## config.mk

```make
export PLATFORM = sky130hd
export DESIGN_NAME = pipeline_sched
export DESIGN_NICKNAME = d
export VERILOG_FILES = /design/src/rtl/pipeline_sched_pkg.sv /design/src/rtl/pipeline_sched_rr_arbiter.sv /design/src/rtl/pipeline_sched.sv
export SDC_FILE = /design/constraint.sdc
export NUM_CORES = 1
export LEC_CHECK = 0
export ABC_AREA = 1
export CAP_MARGIN = 20
export CORE_UTILIZATION = 33
export DETAILED_ROUTE_END_ITERATION = 8
export GPL_TIMING_DRIVEN = 0
export MAX_ROUTING_LAYER = met4
export PLACE_DENSITY_LB_ADDON = 0.2
export SYNTH_ARGS = -nofsm -noshare
export SYNTH_HDL_FRONTEND = slang
export SYNTH_SLANG_ARGS = --single-unit
```

## constraint.sdc

```tcl
create_clock -name i_clk -period 2.9 [get_ports i_clk]
set_input_delay 0.435 -clock i_clk [delete_from_list [all_inputs] [get_ports i_clk]]
set_output_delay 0.435 -clock i_clk [all_outputs]
set_load 0.02 [all_outputs]
```

## src/rtl/pipeline_sched_pkg.sv

```systemverilog
// Shared types and helpers for the pipeline scheduler.
//   sched_state_t : enable/flush FSM state encoding
//   id_width()    : width of a requester index (at least 1 bit)
package pipeline_sched_pkg;

  typedef enum logic [1:0] {
    StIdle,
    StRun,
    StDrain,
    StDone
  } sched_state_t;

  function automatic int unsigned id_width(input int unsigned n);
    return (n > 1) ? $clog2(n) : 1;
  endfunction

endpackage

```

## src/rtl/pipeline_sched_rr_arbiter.sv

```systemverilog
// Round-robin arbiter with an internal priority pointer.
// Ports:
//   i_clk, i_rst : clock, synchronous active-high reset
//   i_req        : per-requester request vector
//   i_enable     : allow a grant this cycle
//   i_update     : load the pointer with the current winner at the next edge
//   o_grant      : one-hot grant, or zero
//   o_winner     : index of the granted requester (0 when no grant)
module rr_arbiter
  import pipeline_sched_pkg::*;
#(
  parameter int unsigned p_reqs = 4
) (
  input  logic                          i_clk,
  input  logic                          i_rst,
  input  logic [p_reqs-1:0]             i_req,
  input  logic                          i_enable,
  input  logic                          i_update,
  output logic [p_reqs-1:0]             o_grant,
  output logic [id_width(p_reqs)-1:0]   o_winner
);

  localparam int unsigned IdW = id_width(p_reqs);

  logic [IdW-1:0] ptr_q;
  logic [IdW-1:0] idx;
  logic           found;

  // Search starts just above the last winner and wraps, so the last winner
  // has lowest priority next time.
  always_comb begin
    o_grant  = '0;
    o_winner = '0;
    found    = 1'b0;
    idx      = '0;
    if (i_enable) begin
      for (int unsigned off = 1; off <= p_reqs; off++) begin
        idx = IdW'((32'(ptr_q) + off) % p_reqs);
        if (!found && i_req[idx]) begin
          found        = 1'b1;
          o_winner     = idx;
          o_grant[idx] = 1'b1;
        end
      end
    end
  end

  // Reset value makes requester 0 the first to be searched.
  always_ff @(posedge i_clk) begin
    if (i_rst) begin
      ptr_q <= IdW'(p_reqs - 1);
    end else if (i_update) begin
      ptr_q <= o_winner;
    end
  end

endmodule

```

## src/rtl/pipeline_sched.sv

```systemverilog
// Shares one fixed-latency, non-stallable pipestage chain between requesters.
// A round-robin arbiter issues at most one request per cycle; a shadow shift
// register carries {valid, id} alongside the external chain so results can be
// tagged. An enable/flush FSM gates issue and signals when the chain drains.
// Ports:
//   i_clk, i_rst   : clock, synchronous active-high reset
//   i_enable       : allow issue while high
//   i_flush        : single-cycle request to stop issue and drain
//   i_req_valid    : per-requester valid
//   i_req_data     : packed request data, requester k at [k*p_width +: p_width]
//   o_req_ready    : one-hot grant, or zero
//   o_pipe_data    : data driven into the chain (0 when nothing issues)
//   i_pipe_data    : chain output
//   o_rsp_valid    : i_pipe_data is a real result
//   o_rsp_id       : requester owning the result
//   o_rsp_data     : pass-through of i_pipe_data
//   o_busy         : results still in flight
//   o_flush_done   : one-cycle pulse when a drain completes
module pipeline_sched
  import pipeline_sched_pkg::*;
#(
  parameter int unsigned p_width  = 32,
  parameter int unsigned p_stages = 8,
  parameter int unsigned p_reqs   = 4
) (
  input  logic                          i_clk,
  input  logic                          i_rst,
  input  logic                          i_enable,
  input  logic                          i_flush,
  input  logic [p_reqs-1:0]             i_req_valid,
  input  logic [p_reqs*p_width-1:0]     i_req_data,
  output logic [p_reqs-1:0]             o_req_ready,
  output logic [p_width-1:0]            o_pipe_data,
  input  logic [p_width-1:0]            i_pipe_data,
  output logic                          o_rsp_valid,
  output logic [id_width(p_reqs)-1:0]   o_rsp_id,
  output logic [p_width-1:0]            o_rsp_data,
  output logic                          o_busy,
  output logic                          o_flush_done
);

  localparam int unsigned IdW  = id_width(p_reqs);
  localparam int unsigned CntW = $clog2(p_stages + 1);

  sched_state_t                   state_q;
  logic [p_reqs-1:0]              grant;
  logic [IdW-1:0]                 winner;
  logic                           arb_en;
  logic                           issue;
  logic                           rsp_valid;
  logic [p_stages-1:0]            vld_q;
  logic [p_stages-1:0][IdW-1:0]   id_q;
  logic [CntW-1:0]                count_q;
  logic [CntW-1:0]                count_d;

  // Flush or a falling enable blocks issue in the very cycle it is seen.
  assign arb_en = (state_q == StRun) && i_enable && !i_flush;

  rr_arbiter #(
    .p_reqs   (p_reqs)
  ) u_arb (
    .i_clk    (i_clk),
    .i_rst    (i_rst),
    .i_req    (i_req_valid),
    .i_enable (arb_en),
    .i_update (issue),
    .o_grant  (grant),
    .o_winner (winner)
  );

  assign issue       = |grant;
  assign o_req_ready = grant;

  // Grant is one-hot, so OR-ing the masked lanes selects the winner's data.
  always_comb begin
    o_pipe_data = '0;
    for (int unsigned k = 0; k < p_reqs; k++) begin
      if (grant[k]) begin
        o_pipe_data = o_pipe_data | i_req_data[k*p_width +: p_width];
      end
    end
  end

  assign rsp_valid    = vld_q[p_stages-1];
  assign o_rsp_valid  = rsp_valid;
  assign o_rsp_id     = rsp_valid ? id_q[p_stages-1] : '0;
  assign o_rsp_data   = i_pipe_data;
  assign o_busy       = (count_q != '0);
  assign o_flush_done = (state_q == StDone);

  always_comb begin
    count_d = count_q;
    if (issue && !rsp_valid) begin
      count_d = count_q + 1'b1;
    end else if (!issue && rsp_valid) begin
      count_d = count_q - 1'b1;
    end
  end

  // Shadow register mirrors the external chain: never stalls.
  always_ff @(posedge i_clk) begin
    if (i_rst) begin
      vld_q   <= '0;
      id_q    <= '0;
      count_q <= '0;
    end else begin
      vld_q[0] <= issue;
      id_q[0]  <= winner;
      for (int unsigned i = 1; i < p_stages; i++) begin
        vld_q[i] <= vld_q[i-1];
        id_q[i]  <= id_q[i-1];
      end
      count_q <= count_d;
    end
  end

  // DRAIN checks the post-update count so DONE lines up with the cycle the
  // last result has retired.
  always_ff @(posedge i_clk) begin
    if (i_rst) begin
      state_q <= StIdle;
    end else begin
      unique case (state_q)
        StIdle: begin
          if (i_flush) begin
            state_q <= StDone;
          end else if (i_enable) begin
            state_q <= StRun;
          end
        end
        StRun: begin
          if (i_flush || !i_enable) begin
            state_q <= StDrain;
          end
        end
        StDrain: begin
          if (count_d == '0) begin
            state_q <= StDone;
          end
        end
        StDone: begin
          state_q <= StIdle;
        end
        default: begin
          state_q <= StIdle;
        end
      endcase
    end
  end

  a_count_bound : assert property (@(posedge i_clk) disable iff (i_rst)
    (count_q <= CntW'(p_stages)));

endmodule

```

-- Word level (Yosys, flattened, before mapping)
Cells that the tools add are included.
- flip-flop bits (word level): 32
- output and inout bits: 73
- logic and storage cells: 109
- add/subtract/negate cells: 6
- $lt $le $gt $ge: 8
- equality and inequality tests: 6
- mux-type cells: 47
- bitwise gates (word level): 6
- reductions and logical operators: 24
- operator list (kind ; number):
    $mux W32 ; 4
    $or A32 B32 Y32 ; 3
    $mux W4 ; 10
    $mux W2 ; 10
    $mux W1 ; 14
    $lt A2 B3 Y1 const B ; 4
    $or A4 B4 Y4 ; 3
    $logic_and A1 B1 Y1 ; 11
    $bmux W1 S2 ; 4
    $demux W1 S2 ; 4
    $ge A2 B1 Y1 const B ; 4
    $pmux W2 S4 ; 1
    $logic_not A1 Y1 ; 7
    $add A2 B1 Y2 const B ; 2
    $add A2 B2 Y2 const B ; 2
    $add A4 B1 Y4 const B ; 1
    $eq A2 B2 Y1 const B ; 2
    $logic_not A4 Y1 ; 1
    $reduce_bool A4 Y1 ; 1
    $reduce_or A4 Y1 ; 1
    $sub A4 B1 Y4 const B ; 1
    $ne A3 B3 Y1 const B ; 1
    $reduce_and A3 Y1 ; 1
    $eq A2 B1 Y1 const B ; 1
    other kinds (4) ; 4

-- Depth between registers and ports, before layout
Gate-level depths: netlist of the first run.
- word-level depth: 25
- depth in mapped cells: 24

-- Hierarchy
From an unflattened synthesis of the first run, not the netlist that was laid out.
- cell total of the unflattened synthesis: 468
- area total of the unflattened synthesis: 2872.8 µm²
- by module, submodules not included (module ; instances ; cells each ; area an instance (µm²)):
    pipeline_sched ; 1 ; 364 ; 2230.9
    rr_arbiter ; 1 ; 104 ; 641.9

-- Least setup slack after synthesis of the first run
Ideal clock, no wire load.
- path kind: reg-to-output
- start point: register u_arb.ptr_q[1]
- end point: output port o_pipe_data[22]
- arrival time: 2.501 ns
- required time: 2.465 ns
- slack: -0.036 ns
- cell stages (with the launch flop): 14
- buffers on the path: 1
- cells stage by stage: dfxtp_1 inv_1 ha_1 inv_1 nand3_4 nand2_4 nor2_2 nand4_1 nand3_1 nand2_2 inv_2 clkbuf_1 nand2_1 nand4_1
- elaborated cells between the ends (all ways): 62
- RTL lines (element ; line ; RTL):
    from (decl) ; pipeline_sched_rr_arbiter.sv:25 ; logic [IdW-1:0] ptr_q;
    from (signal assigned) ; pipeline_sched_rr_arbiter.sv:51 ; ptr_q <= IdW'(p_reqs - 1);
    from (signal assigned) ; pipeline_sched_rr_arbiter.sv:53 ; ptr_q <= o_winner;
    branches (longest 15 deep; another with $lt A2 B3 Y1) ; -- ;
    $mux W4 * ; pipeline_sched_rr_arbiter.sv:39 ; if (!found && i_req[idx]) begin
    $mux W4 * ; pipeline_sched_rr_arbiter.sv:36 ; if (i_enable) begin
    named net o_req_ready[1] ; pipeline_sched.sv:32 ; output logic [p_reqs-1:0] o_req_ready,
    $mux W32 * ; pipeline_sched.sv:78 ; if (grant[k]) begin
    $or A32 B32 Y32 ; pipeline_sched.sv:79 ; o_pipe_data = o_pipe_data | i_req_data[k*p_width +: p_width];
    $mux W32 * ; pipeline_sched.sv:78 ;
    $or A32 B32 Y32 ; pipeline_sched.sv:79 ;
    $mux W32 * ; pipeline_sched.sv:78 ;
    to (decl) ; pipeline_sched.sv:33 ; output logic [p_width-1:0] o_pipe_data,
Mark *: on every way through the listed nets, which the timed path passes. The select of a mux whose other input is x is not followed.

-- Worst setup path after layout of the first run
- start point: input port i_req_valid[1]
- end point: output port o_pipe_data[21]
- cells in the longest elaborated chain, start to end: 23
- elaborated cells between the ends (all ways): 38
- ends and longest elaborated chain (element ; line ; RTL):
    from (decl) ; pipeline_sched.sv:30 ; input logic [p_reqs-1:0] i_req_valid,
    $bmux W1 S2 ; pipeline_sched_rr_arbiter.sv:39 ;
    $mux W1 (not written as such) ; pipeline_sched_rr_arbiter.sv:39 ;
    $mux W1 ; pipeline_sched_rr_arbiter.sv:39 ;
    $mux W1 ; pipeline_sched_rr_arbiter.sv:36 ;
    $logic_not A1 Y1 ; pipeline_sched_rr_arbiter.sv:39 ;
    $logic_and A1 B1 Y1 ; pipeline_sched_rr_arbiter.sv:39 ;
    $mux W1 ; pipeline_sched_rr_arbiter.sv:39 ;
    $mux W1 ; pipeline_sched_rr_arbiter.sv:36 ;
    [7 not listed] ; -- ;
    $mux W4 * ; pipeline_sched_rr_arbiter.sv:36 ;
    $mux W32 ; pipeline_sched.sv:78 ;
    $or A32 B32 Y32 ; pipeline_sched.sv:79 ;
    $mux W32 ; pipeline_sched.sv:78 ;
    $or A32 B32 Y32 ; pipeline_sched.sv:79 ;
    $mux W32 ; pipeline_sched.sv:78 ;
    $or A32 B32 Y32 ; pipeline_sched.sv:79 ;
    $mux W32 * ; pipeline_sched.sv:78 ;
Mark *: on every way between the ends. The rest lies on a longest branch, timed or not. The select of a mux whose other input is x is not followed.

==> flow_metrics.env, run 1 <==
export IMPL_top_usage_layer="met2"
export IMPL_drc_errors=0
export IMPL_yosys_area_top_type="dfxtp_1"
export IMPL_fin_util_pct=65.0
export IMPL_final_setup_tns_ns=0
export IMPL_numPortBuffers=208
export IMPL_synth_area_um2=2830
export IMPL_fin_crit_sh_pct=98.4
export IMPL_vias=3752
export IMPL_grt_use_met1_pct=31.4
export IMPL_hp_class="flip-flop to flip-flop"
export IMPL_clockRootBuffer="clkbuf_8"
export IMPL_ir_drop_uv=386
export IMPL_cap_violations=0
export IMPL_dp_hpwl_mm=10.1
export IMPL_synth_seq_cells=32
export IMPL_grt_pass1_wl_mm=18.0
export IMPL_drv_slew=0
export IMPL_layout_drive_gt1_share_pct=21.1
export IMPL_rrSetupSlack_ns=0.20
export IMPL_nets=861
export IMPL_start_util_pct=34.3
export IMPL_cts_made_buffers=5
export IMPL_worst_pin_slew_ns=0.481
export IMPL_core_rowCount=33
export IMPL_place_gp_congestion=0.903
export IMPL_clkLatencyLatePin_ns=0.28
export IMPL_r2r_cells=23
export IMPL_status="complete, no violations"
export IMPL_drt_initial_drc_count=220
export IMPL_tritoncts="yes"
export IMPL_die_x_um=94.6
export IMPL_synth_cells=450
export IMPL_grt_pass1_vias=3571
export IMPL_fin_crit_ns=2.85
export IMPL_yosysTopAreaCellShare_pct=22.6
export IMPL_viasPerCell=4.79
export IMPL_met2_usage_pct=44.6
export IMPL_numClockSinks=32
export IMPL_synth_edff_count=0
export IMPL_startpoint="i_req_valid[1]"
export IMPL_hold_buffers=0
export IMPL_skew_ns=0.00626
export IMPL_finalHoldViolations=0
export IMPL_arrival_ns=2.42
export IMPL_ant_nets=0
export IMPL_power_leakage_nw=2.43
export IMPL_cp_end_kind="output port"
export IMPL_wire_per_inst_um=16.1
export IMPL_cts_max_path_buffers=2
export IMPL_drt_first_pass_iters=4
export IMPL_finalSetupViolCount=0
export IMPL_fp_coreArea_um2=8260
export IMPL_syn_avg_cell_area_um2=6.29
export IMPL_critPathCapture="o_pipe_data[21]"
export IMPL_synth_main_ff_cell="dfxtp_1"
export IMPL_preCtsSetupSlack_ns=-1.00
export IMPL_die_h_um=94.6
export IMPL_relSlewSlack_pct=67.9
export IMPL_cp_start_kind="primary input"
export IMPL_async_flop_share_pct=0
export IMPL_grt_util_met3_pct=9.02
export IMPL_worst_setup_path_type="primary input to output port"
export IMPL_power_density_nw_per_um2=424
export IMPL_antenna_found_initial=0
export IMPL_synth_area_leaders="dfxtp_1, nand2_1, buf_4"
export IMPL_syn_num_nets=634
export IMPL_r2r_end="state_q[1]"
export IMPL_yosys_top_cells_count="nand2_1, inv_1, nand4_1"
export IMPL_yosysMostFrequentCell="nand2_1"
export IMPL_die_area_um2=8950
export IMPL_cp_max_fo=10
export IMPL_io_pins=241
export IMPL_grt_max_degree=11
export IMPL_grt_overflow=0
export IMPL_layout_setup_ws_ns=0.0457
export IMPL_hold_path_depth=2
export IMPL_wirelength_mm=12.6
export IMPL_seq_area_frac_synth_pct=22.6
export IMPL_fmax_mhz=350
export IMPL_critPathRequiredTime_ns=2.47
export IMPL_r2r_start="u_arb.ptr_q[0]"
export IMPL_grt_usage_pct=27.0
export IMPL_cts_reportedPaths_clkPinSlew_ns=0.06
export IMPL_yosys_warnings=0
export IMPL_ys_types=29
export IMPL_rsz0062_at_grt="yes"
export IMPL_area_delta_synth_final_pct=89.6
export IMPL_htree_levels=2
[flip-flops by register name (all words and copies together) (netlist names)]
name and cells:
vld_q 8, id_q 16, count_q 4, state_q 2, u_arb.ptr_q 2
[layout by cell type (no fill, tap or decap), types with 2 or more instances in the layout]
cell type	instances
clkdlybuf4s50_1	169
nand2_1	168
buf_4	56
inv_1	37
nand4_1	36
nor2_1	30
dfxtp_1	30
ha_1	15
nand3_1	13
clkbuf_8	13
buf_2	12
nand2_2	11
nand2_4	8
a21oi_1	8
buf_6	6
inv_4	5
xor2_1	5
inv_2	4
nor2_4	4
buf_8	4
o21ai_0	4
clkbuf_1	4
dlygate4sd2_1	4
nand3_4	3
a21boi_0	3
a21oi_2	3
dlymetal6s2s_1	3
nand3_2	2
nor2_2	2
clkbuf_2	2
dfxtp_4	2
[per-stage QoR]
| stage | hold WS [ns] | total power [mW] | instance area, um2 | cells |
|---|---|---|---|---|
| after floorplan | 0.388 | 1.24 | 2840 | 450 |
| after global placement | 0.395 | 1.72 | 5050 | 763 |
| after detailed placement | 0.395 | 1.75 | 5050 | 763 |
| after CTS | 0.406 | 2.19 | 5230 | 779 |
| after global routing | 0.416 | 2.42 | 5360 | 783 |
| final | 0.403 | 2.28 | 5370 | 784 |
[what timing repair did]
action / CTS / global route
buffers inserted: 8 / 5
gates resized for setup: 178 / 50
pin swaps: 7 / 21
setup endpoints to repair: 38 / 38
[logic make-up after synthesis]
family | after synthesis | synth area share [%]
AND/OR/NAND/NOR | 278 | 45.9
buffers and inverters | 96 | 17.5
flip-flops | 32 | 22.6
AO/OA/AOI/OAI | 22 | 4.51
adder cells (fa/ha/maj) | 16 | 7.07
XOR/XNOR | 6 | 2.34
[power breakdown]
| part | internal [mW] | switching (mW) | total (mW) |
|---|---|---|---|
| logic | 0.628 | 0.734 | 1.36 |
| registers | 0.476 | 0.0319 | 0.508 |
| clock network | 0.254 | 0.152 | 0.406 |
| total | 1.36 | 0.918 | 2.28 |
[worst min path at each step]
stage | start | to | slack, ns
after floorplan | id_q[8] | id_q[10] | 0.39
after global placement | vld_q[5] | vld_q[6] | 0.39
after detailed placement | vld_q[1] | vld_q[2] | 0.40
after CTS | vld_q[6] | vld_q[7] | 0.41
after global routing | id_q[1] | id_q[3] | 0.42
final | vld_q[6] | vld_q[7] | 0.40
[layer usage]
metal | up-vias | routed length [um]
met2 | 160 | 5930
met3 | 23 | 1390
met5 | - | 0
li1 | 1837 | -
met1 | 1732 | 5030
met4 | 0 | 284
[final cells by class]
| class | instances | area (um2) |
|---|---|---|
| Inverter | 48 | 205 |
| Buffer | 47 | 422 |
| Tap cell | 105 | 131 |
| Timing Repair Buffer | 221 | 2090 |
| Sequential cell | 32 | 648 |
| Antenna cell | 1 | 2.50 |
| Fill cell | 756 | 2890 |
| Clock buffer | 6 | 72.6 |
| Multi-Input combinational cell | 322 | 1760 |
| Clock inverter | 2 | 35.0 |
[worst max-delay path, stage by stage]
cell and delay (ns):
clkdlybuf4s50_1 0.47, inv_1 0.07, nand2_4 0.08, nand3_4 0.12, nand2_4 0.12, nor2_4 0.06, a21oi_2 0.12, nand3_1 0.10
nand2_2 0.12, inv_4 0.06, clkbuf_8 0.16, nand2_1 0.07, nand4_1 0.22, buf_6 0.21
No activity file was read; power rests on OpenSTA's default activity.
==> inputs of run 2 (changes only) <==
--- a/config.mk
+++ b/config.mk
@@ -7,11 +7,15 @@
 export LEC_CHECK = 0
 export ABC_AREA = 1
 export CAP_MARGIN = 20
-export CORE_UTILIZATION = 33
+export CORE_AREA = 2 2 93 95
+export CTS_CLUSTER_DIAMETER = 200
 export DETAILED_ROUTE_END_ITERATION = 8
+export DIE_AREA = 0 0 95 97
+export DONT_BUFFER_PORTS = 1
 export GPL_TIMING_DRIVEN = 0
 export MAX_ROUTING_LAYER = met4
 export PLACE_DENSITY_LB_ADDON = 0.2
+export SLEW_MARGIN = 5
 export SYNTH_ARGS = -nofsm -noshare
 export SYNTH_HDL_FRONTEND = slang
 export SYNTH_SLANG_ARGS = --single-unit
==> run 2 against run 1 <==
  * Combinational power is 25% lower
  * Largest power group unchanged
  * Final area is 36% lower
  * Clock skew hardly changed
  * Non-clock buffer count is 202 lower
  * Critical endpoint is now o_pipe_data[24]
  * Sequential power hardly changed
  * Critical path depth is 1 lower
  * Count of clock-buffer cells in the layout is 1 lower
  * Total power is 15% lower
==> flow_metrics.env, run 2 (synthesized netlist as in run 1, its figures left out) <==
export IMPL_crit_chain="clkinvlp_4 > ha_4 > inv_4 > nand3_4 > nand2_4 > nor2_4 > a21oi_1 > nand3_1 > nand2_2 > inv_4 > clkbuf_16 > nand2_2 > nand4_1"
export IMPL_p_clk_share_pct=21.4
export IMPL_grt_max_degree=12
export IMPL_cap_violations=0
export IMPL_viasPerCell=4.98
export IMPL_wirelength_mm=11.0
export IMPL_holdCritStartpoint="i_rst"
export IMPL_die_x_um=95
export IMPL_power_density_nw_per_um2=570
export IMPL_wire_per_inst_um=18.8
export IMPL_die_h_um=97
export IMPL_hold_buffers=0
export IMPL_largest_reg_flops=16
export IMPL_layout_commonest_cell="nand2_1"
export IMPL_finalSetupViolCount=0
export IMPL_clkLatencyLatePin_ns=0.28
export IMPL_core_rowCount=33
export IMPL_clockRootBuffer="clkbuf_8"
export IMPL_seqCellArea_um2=648
export IMPL_nets=659
export IMPL_cp_top_family="simple AND/OR/NAND/NOR gates"
export IMPL_cp_start_kind="flip-flop"
export IMPL_die_area_um2=9220
export IMPL_combPwrFrac_pct=52.3
export IMPL_worst_pin_slew_ns=0.534
export IMPL_fmax_mhz=346
export IMPL_cts_made_buffers=5
export IMPL_cp_max_fo=10
export IMPL_numClockSinks=32
export IMPL_status="complete, no violations"
export IMPL_antenna_found_initial=1
export IMPL_slowest_delay_ns=0.37
export IMPL_drt_first_pass_iters=4
export IMPL_cts_max_path_buffers=2
export IMPL_ir_drop_uv=381
export IMPL_arrival_ns=2.46
export IMPL_final_setup_tns_ns=0
export IMPL_relSlewSlack_pct=64.3
export IMPL_multi_input_area_um2=1740
export IMPL_drt_initial_drc_count=86
export IMPL_total_power_mw=1.94
export IMPL_pwr_share_seq_pct=26.3
export IMPL_startpoint="u_arb.ptr_q[1]"
export IMPL_drc_errors=0
export IMPL_vias=2901
export IMPL_grt_pass1_vias=2742
export IMPL_cts_reportedPaths_clkPinSlew_ns=0.07
export IMPL_grt_usage_pct=22.7
export IMPL_fin_crit_ns=2.89
export IMPL_stdcell_area_um2=3410
export IMPL_critPathRequiredTime_ns=2.47
export IMPL_top_register="id_q"
export IMPL_layout_drive_gt1_share_pct=24.8
export IMPL_ant_nets=0
export IMPL_nFillCells=853
export IMPL_switching_share_pct=43.7
export IMPL_start_util_pct=34.8
export IMPL_p_switching_mw=0.850
export IMPL_finalHoldViolations=0
export IMPL_slowest_stage="dfxtp_4"
export IMPL_fin_crit_sh_pct=99.7
export IMPL_worst_setup_path_type="flip-flop to output port"
export IMPL_numPortBuffers=0
export IMPL_r2r_start="u_arb.ptr_q[1]"
export IMPL_htree_levels=2
export IMPL_grt_pass1_wl_mm=15.2
export IMPL_area_delta_synth_final_pct=20.4
export IMPL_place_gp_congestion=0.865
export IMPL_power_internal_mw=1.09
export IMPL_hp_class="primary input to flip-flop"
export IMPL_grt_overflow=0
export IMPL_tritoncts="yes"
export IMPL_reg_top3="id_q: 16 flops, vld_q: 8 flops, count_q: 4 flops"
export IMPL_rrSetupSlack_ns=0.13
export IMPL_layout_common_cells="nand2_1, buf_4, inv_1"
export IMPL_power_leakage_nw=1.54
export IMPL_rsz0062_at_grt="yes"
export IMPL_skew_ns=0.00613
export IMPL_dp_hpwl_mm=9.28
export IMPL_io_pins=241
export IMPL_fp_coreArea_um2=8130
export IMPL_path_buf_inv=4
export IMPL_cp_end_kind="output port"
export IMPL_drv_slew=0
export IMPL_postPlaceCellArea_um2=2970
run 2: changes by cell type in the layout (fill, tap and decap cells not counted), sizes merged, moves of 2 or more:
cell / change
clkbuf: -7
clkdlybuf4s50: -169
clkinvlp: +2
dlygate4sd2: -4
inv: -2
buf: -19
dlymetal6s2s: -3
run 2: layer usage:
layer	global-route usage, %	vias up	share of wire, %
li1	-	1431	-
met3	16.4	13	17
met2	34.8	149	45
met1	23.5	1308	36
met4	4.91	0	1.5
met5	-	-	0
run 2: worst min-delay path: stages:
cell and delay [ns]:
inv_1 0.03, o31ai_1 0.06, a21oi_1 0.04
run 2: area by class of cell:
cell class	instances	area share (%)
multi-input combinational	322	51.0
sequential	32	19.0
buffer	47	12.2
inverter	48	6.21
timing repair buffer	19	4.30
tap	105	3.86
clock buffer	5	2.02
clock inverter	3	1.25
antenna	1	0.0734
run 2: timing repair:
item	CTS	global route
buffers inserted	10	8
endpoints found under the setup margin	38	32
resized for setup	46	17
cloned	0	1
pin swaps	21	23
run 2: final timing paths:
| path | end | cells past startpoint |
|---|---|---|
| setup / recovery | o_pipe_data[24] | 13 |
| hold / removal | state_q[0] | 3 |
| setup reg to reg | state_q[1] | 23 |
| hold reg to reg | vld_q[7] | 2 |
run 2: stage by stage:
stage	utilization, %	setup slack (ns)	hold slack, ns	instances
floorplan	-	0.123	0.388	450
global placement	36.5	-0.467	0.390	555
detailed placement	36.5	-0.487	0.395	555
CTS	40.9	-0.0127	0.320	573
global route	41.9	-0.0904	0.331	582
finish	41.9	0.00761	0.327	582
run 2: power groups by stage:
| stage | clock network (mW) | logic (mW) | registers [mW] |
|---|---|---|---|
| 6_report | 0.416 | 1.02 | 0.511 |
| 5_1_grt | 0.447 | 1.12 | 0.514 |
| 4_1_cts | 0.430 | 0.987 | 0.504 |
| 3_5_place_dp | 0 | 0.889 | 0.518 |
| 3_3_place_gp | 0 | 0.878 | 0.517 |
| 2_1_floorplan | 0 | 0.729 | 0.509 |
==> inputs of run 3 (changes only) <==
--- a/config.mk
+++ b/config.mk
@@ -12,6 +12,7 @@
 export DETAILED_ROUTE_END_ITERATION = 8
 export DIE_AREA = 0 0 95 97
 export DONT_BUFFER_PORTS = 1
+export GPL_ROUTABILITY_DRIVEN = 0
 export GPL_TIMING_DRIVEN = 0
 export MAX_ROUTING_LAYER = met4
 export PLACE_DENSITY_LB_ADDON = 0.2
==> results of run 3 <==
Final layout, timing and power as in run 2 (identical DEF).
